File: config.mk
export PLATFORM = sky130hd
export DESIGN_NAME = instr_fetch
export DESIGN_NICKNAME = d
export VERILOG_FILES = /design/src/rtl/fetch_pkg.sv /design/src/rtl/fetch_fifo.sv /design/src/rtl/instr_fetch.sv
export SDC_FILE = /design/constraint.sdc
export NUM_CORES = 1
export LEC_CHECK = 0
export CELL_PAD_IN_SITES_DETAIL_PLACEMENT = 0
export CELL_PAD_IN_SITES_GLOBAL_PLACEMENT = 2
export CORE_MARGIN = 1.5
export CORE_UTILIZATION = 33
export DETAILED_ROUTE_END_ITERATION = 8
export PLACE_DENSITY_LB_ADDON = 0.1
export SLEW_MARGIN = 40
export SYNTH_ARGS = -nofsm -noshare
export SYNTH_HDL_FRONTEND = slang
export SYNTH_SLANG_ARGS = --single-unit
File: constraint.sdc
create_clock -name clk -period 7.85 [get_ports clk]
set_clock_uncertainty 0.05 [all_clocks]
set_input_delay 1.57 -clock clk [delete_from_list [all_inputs] [get_ports clk]]
set_output_delay 1.57 -clock clk [all_outputs]
set_load 0.01 [all_outputs]
File: src/rtl/fetch_pkg.sv
// ============================================================================
// fetch_pkg : shared types and constants for the instruction fetch unit
// Revision  : 1.0
// ============================================================================
`default_nettype none

package fetch_pkg;

    localparam int ADDR_WIDTH = 64;
    localparam int DATA_WIDTH = 32;
    localparam int INST_BYTES = 4;

    typedef enum logic [1:0] {
        BOOT = 2'd0,
        RUN  = 2'd1,
        HALT = 2'd2
    } fetch_state_e;

    typedef struct packed {
        logic [DATA_WIDTH-1:0] inst;
        logic [ADDR_WIDTH-1:0] pc;
        logic                  fault;
    } fetch_entry_t;

endpackage

`default_nettype wire

File: src/rtl/fetch_fifo.sv
// ============================================================================
// fetch_fifo : synchronous FIFO of fetch entries with flush and count output
// Revision   : 1.0
// ============================================================================
`default_nettype none

module fetch_fifo
    import fetch_pkg::*;
#(
    parameter int DEPTH = 2
) (
    input  logic                   clk,
    input  logic                   rst_n,
    input  logic                   flush_i,
    input  logic                   push_i,
    input  fetch_entry_t           push_data_i,
    input  logic                   pop_i,
    output fetch_entry_t           head_o,
    output logic [$clog2(DEPTH):0] count_o
);

    localparam int PTR_W = $clog2(DEPTH);

    fetch_entry_t           mem_q [DEPTH];
    logic [PTR_W-1:0]       wr_ptr_q;
    logic [PTR_W-1:0]       rd_ptr_q;
    logic [PTR_W:0]         count_q;

    always_ff @(posedge clk or negedge rst_n) begin
        if (!rst_n) begin
            wr_ptr_q <= '0;
            rd_ptr_q <= '0;
            count_q  <= '0;
        end else if (flush_i) begin
            wr_ptr_q <= '0;
            rd_ptr_q <= '0;
            count_q  <= '0;
        end else begin
            if (push_i) wr_ptr_q <= wr_ptr_q + 1'b1;
            if (pop_i)  rd_ptr_q <= rd_ptr_q + 1'b1;
            case ({push_i, pop_i})
                2'b10:   count_q <= count_q + 1'b1;
                2'b01:   count_q <= count_q - 1'b1;
                default: count_q <= count_q;
            endcase
        end
    end

    // Storage needs no reset: it is only observed while count_q != 0.
    always_ff @(posedge clk) begin
        if (push_i && !flush_i) mem_q[wr_ptr_q] <= push_data_i;
    end

    assign head_o  = mem_q[rd_ptr_q];
    assign count_o = count_q;

endmodule

`default_nettype wire

File: src/rtl/instr_fetch.sv
// ============================================================================
// instr_fetch : sequential PC fetch from a 1-cycle ROM, buffered to decode
// Revision    : 1.0
// ============================================================================
`default_nettype none

module instr_fetch #(
    parameter int                    ADDR_WIDTH = 64,
    parameter int                    DATA_WIDTH = 32,
    parameter logic [ADDR_WIDTH-1:0] RESET_PC   = '0,
    parameter int                    FIFO_DEPTH = 2
) (
    input  logic                  clk,
    input  logic                  rst_n,
    output logic [ADDR_WIDTH-1:0] rom_addr_o,
    input  logic [DATA_WIDTH-1:0] rom_data_i,
    input  logic                  rom_illegal_i,
    input  logic                  redirect_valid_i,
    input  logic [ADDR_WIDTH-1:0] redirect_pc_i,
    output logic                  inst_valid_o,
    input  logic                  inst_ready_i,
    output logic [DATA_WIDTH-1:0] inst_o,
    output logic [ADDR_WIDTH-1:0] inst_pc_o,
    output logic                  inst_fault_o
);

    import fetch_pkg::*;

    localparam int               CNT_W   = $clog2(FIFO_DEPTH) + 1;
    localparam logic [CNT_W-1:0] DEPTH_C = CNT_W'(FIFO_DEPTH);

    fetch_state_e          state_q, state_d;
    logic [ADDR_WIDTH-1:0] pc_q, pc_d;
    logic [ADDR_WIDTH-1:0] req_pc_q;
    logic                  req_v_q, req_v_d;
    logic [CNT_W-1:0]      count;
    logic [CNT_W-1:0]      occupancy;
    logic                  deq_hs, pop, enq, fault_enq, issue;
    fetch_entry_t          head, enq_entry, hold_q, out_entry;

    assign rom_addr_o   = redirect_valid_i ? redirect_pc_i : pc_q;
    assign inst_valid_o = (count != '0);
    assign deq_hs       = inst_valid_o & inst_ready_i;
    assign pop          = deq_hs & ~redirect_valid_i;
    assign enq          = req_v_q & ~redirect_valid_i;
    assign fault_enq    = enq & rom_illegal_i;

    // Occupancy counts the response already in flight so the FIFO can never overflow.
    assign occupancy = count + CNT_W'(req_v_q) - CNT_W'(deq_hs);
    assign issue     = redirect_valid_i
                     | ((state_q == RUN) & (occupancy < DEPTH_C) & ~fault_enq);

    always_comb begin
        state_d = state_q;
        pc_d    = pc_q;
        req_v_d = issue;
        if (issue) pc_d = rom_addr_o + ADDR_WIDTH'(INST_BYTES);
        if (redirect_valid_i)    state_d = RUN;
        else if (fault_enq)      state_d = HALT;
        else if (state_q == BOOT) state_d = RUN;
    end

    always_ff @(posedge clk or negedge rst_n) begin
        if (!rst_n) begin
            state_q  <= BOOT;
            pc_q     <= RESET_PC;
            req_v_q  <= 1'b0;
            req_pc_q <= '0;
        end else begin
            state_q <= state_d;
            pc_q    <= pc_d;
            req_v_q <= req_v_d;
            if (issue) req_pc_q <= rom_addr_o;
        end
    end

    always_comb begin
        enq_entry       = '0;
        enq_entry.inst  = rom_data_i;
        enq_entry.pc    = req_pc_q;
        enq_entry.fault = rom_illegal_i;
    end

    fetch_fifo #(
        .DEPTH       (FIFO_DEPTH)
    ) u_fifo (
        .clk         (clk),
        .rst_n       (rst_n),
        .flush_i     (redirect_valid_i),
        .push_i      (enq),
        .push_data_i (enq_entry),
        .pop_i       (pop),
        .head_o      (head),
        .count_o     (count)
    );

    // Shadow of the last visible head so outputs hold steady while empty.
    always_ff @(posedge clk or negedge rst_n) begin
        if (!rst_n)            hold_q <= '0;
        else if (inst_valid_o) hold_q <= head;
    end

    assign out_entry    = inst_valid_o ? head : hold_q;
    assign inst_o       = out_entry.inst;
    assign inst_pc_o    = out_entry.pc;
    assign inst_fault_o = out_entry.fault;

endmodule

`default_nettype wire

==> results.py <==
metrics = {
    "critical_path": {
        "cp_max_fo": 72,
        "crit_family": "buffers and inverters",
        "cp.buffers_inverters": 4,
        "cp.required_ns": 6.23,
        "end_kind": "output port",
        "cpMaxStageDelayCell": "mux2i_1",
        "crit_path_start_kind": "input pin",
        "arrival_ns": 3.92,
        "path_class": "input pin to output port",
        "cp_slowest_stage_delay_ns": 0.60,
        "path_cells": "buf_6 -> buf_4 -> mux2i_1 -> inv_1 -> clkdlybuf4s50_1",
    },
    "final_layout": {
        "layout_commonest_cell": "clkdlybuf4s50_1",
        "fin_nets": 1865,
        "nFillCells": 5160,
        "seq_area_mm2": 0.0116,
        "area_delta_synth_final_pct": 27.8,
        "drive_gt1_share_pct": 7.61,
        "multiInputGateArea_mm2": 0.00605,
        "final_cell_mix": "clkdlybuf4s50_1 (260), dfrtp_1 (229), nor2_1 (224), a21oi_1 (196), edfxtp_1 (194)",
        "n_antenna_cell": 0,
    },
    "place": {
        "hpwl_um": 35900,
        "port_buffers": 262,
        "gp_congestion": 0.813,
    },
    "yosys": {
        "synth_edf_count": 194,
        "ys_seq_area_share_pct": 63.8,
        "yosysWarnings": 0,
        "async_flop_share_pct": 54.2,
        "netlist_area_mm2": 0.0182,
        "ys.flop_type": "dfrtp_1",
        "synth.distinct_cells": 61,
        "syn_nets": 1615,
        "syn-mean-instance-area_um2": 12.0,
        "synthesis.instances": 1513,
        "synth_seq_cells": 424,
    },
    "timing": {
        "rsz0062_at_grt": "false",
        "hold_violations": 0,
        "max_slew_margin_pct": 48.0,
        "setup_viol": 0,
        "tightest_slew_ns": 0.780,
        "slew_violations": 0,
        "fin_crit_sh_pct": 70.5,
        "fin_tns_setup_ns": 0,
        "min_period_ns": 5.54,
        "max_freq_mhz": 181,
        "whs_ns": 0.419,
    },
    "grt": {
        "grt_max_degree": 138,
        "overflow": 0,
        "antenna_found_initial": 0,
        "grt_pass1_vias": 12591,
        "grt_pass1_wl_um": 80600,
        "grt.total_usage_pct": 18.9,
    },
    "clock_network": {
        "cts_buffers": 49,
        "clk_pin_slew_worst_paths_ns": 0.06,
        "htree_levels": 2,
        "cts_tree": "done",
        "clock_latency_ns": 0.59,
        "postCtsSetupBuffers": 0,
        "clock_path_buffers": 3,
        "cts_num_sinks": 424,
        "ctsHoldBuffers": 0,
        "root_buffer": "clkbuf_16",
        "cts_resized": 0,
    },
    "job": {
        "cap_violations": 0,
    },
    "drt": {
        "viasPerCell": 5.00,
        "route.detailed.drc": 0,
        "wl_um": 53100,
        "drt_iter0_markers": 893,
        "wl_per_cell_um": 21.3,
        "first_pass_iters": 5,
        "ant_nets": 0,
        "routed-via-count": 12490,
    },
    "floorplanning": {
        "initial_core_util_pct": 33.5,
        "rows": 85,
        "core_area_mm2": 0.0541,
        "die_h_um": 238,
        "pin_count": 263,
        "fp.dieW_um": 238,
        "die-area_mm2": 0.0564,
    },
    "pwr": {
        "peakVddDrop_mv": 0.154,
        "powerDensity_mw_per_mm2": 305,
        "p_leak_nw": 8.55,
    },
    "hold_path": {
        "hold_path.class": "flip-flop to flip-flop",
    },
    "run_status": {
        "outcome": "finished, final reports clean",
    },
}
synthesized netlist by cell type (10+ instances only):
| master | n | area, um2 |
|---|---|---|
| dfrtp_1 | 230 | 5760 |
| nor2_1 | 224 | 841 |
| a21oi_1 | 196 | 981 |
| edfxtp_1 | 194 | 5830 |
| mux2i_1 | 149 | 1490 |
| clkbuf_1 | 56 | 210 |
| nand2_1 | 55 | 206 |
| inv_1 | 54 | 203 |
| nand3_1 | 51 | 255 |
| xnor2_1 | 46 | 403 |
| nand4_1 | 35 | 219 |
| nand3b_1 | 29 | 218 |
| a22oi_1 | 22 | 165 |
| mux2_2 | 18 | 203 |
| buf_2 | 12 | 60.1 |
| o21ai_0 | 12 | 60.1 |
| nor4_1 | 10 | 62.6 |
through the flow:
stage | setup WS [ns] | cell area, um2 | utilization [%] | total power, W | std cells
floorplan | 0.696 | 18200 | - | 0.00384 | 1513
global placement | 2.33 | 21500 | 39.7 | 0.00471 | 2405
detailed placement | 2.35 | 21500 | 39.8 | 0.00474 | 2408
CTS | 2.34 | 23200 | 42.9 | 0.00719 | 2497
global route | 2.15 | 23200 | 42.9 | 0.00745 | 2497
finish | 2.31 | 23200 | 42.9 | 0.00708 | 2497
state kept, by name, summed over array words and instances, names as in the netlist:
register,count
req_pc_q,62
req_v_q,1
u_fifo.mem_q,194
state_q,2
u_fifo.count_o,2
hold_q,97
u_fifo.rd_ptr_q,1
pc_q,64
u_fifo.wr_ptr_q,1
final timing paths:
path | from | end | slack [ns] | cells after the start
min | req_pc_q[57]$_DFFE_PN0P_ | u_fifo.mem_q[1][58]$_DFFE_PP_ | 0.42 | 0
max in group asynchronous | rst_n | hold_q[36]$_DFF_PN0_ | 5.55 | 2
min reg2reg | req_pc_q[57]$_DFFE_PN0P_ | u_fifo.mem_q[1][58]$_DFFE_PP_ | 0.42 | 0
max | redirect_valid_i | rom_addr_o[51] | 2.31 | 5
max reg2reg | pc_q[3]$_DFFE_PN0P_ | pc_q[42]$_DFFE_PN0P_ | 4.60 | 8
min in group asynchronous | rst_n | hold_q[92]$_DFF_PN0_ | 0.94 | 1
layout make-up:
class                           count  area share (%)
Inverter                           55           0.922
Timing Repair Buffer              279            12.1
Tap cell                          696            3.75
Clock inverter                     29            1.69
Clock buffer                       60            5.59
Sequential cell                   424            49.9
Multi-Input combinational cell    954            26.0
layer usage:
metal  wire length, um  part of all wire [%]  global-route usage [%]
met1             25400                    48                    27.3
met2             24100                    45                    29.5
met3              2880                   5.4                    3.98
met4               764                   1.4                    3.84
met5                 0                     0                       0
where the power goes:
| part | internal, W | switching [W] | leakage, nW |
|---|---|---|---|
| clock network | 0.00147 | 0.000941 | 0.834 |
| registers | 0.00279 | 0.000228 | 4.36 |
| logic | 0.000746 | 0.000896 | 3.35 |
cell families (layout without fill, tap and decap cells):
kind of cell | after synthesis | after routing | synth area share [%]
buffers and inverters | 135 | 423 | 3.12
multiplexers | 167 | 167 | 9.33
AND/OR/NAND/NOR | 464 | 464 | 12.6
XOR/XNOR | 47 | 47 | 2.27
adder cells (fa/ha/maj) | 1 | 1 | 0.0689
AO/OA/AOI/OAI | 275 | 275 | 8.83
flip-flops | 424 | 424 | 63.8
No activity file was read; power rests on OpenSTA's default activity.
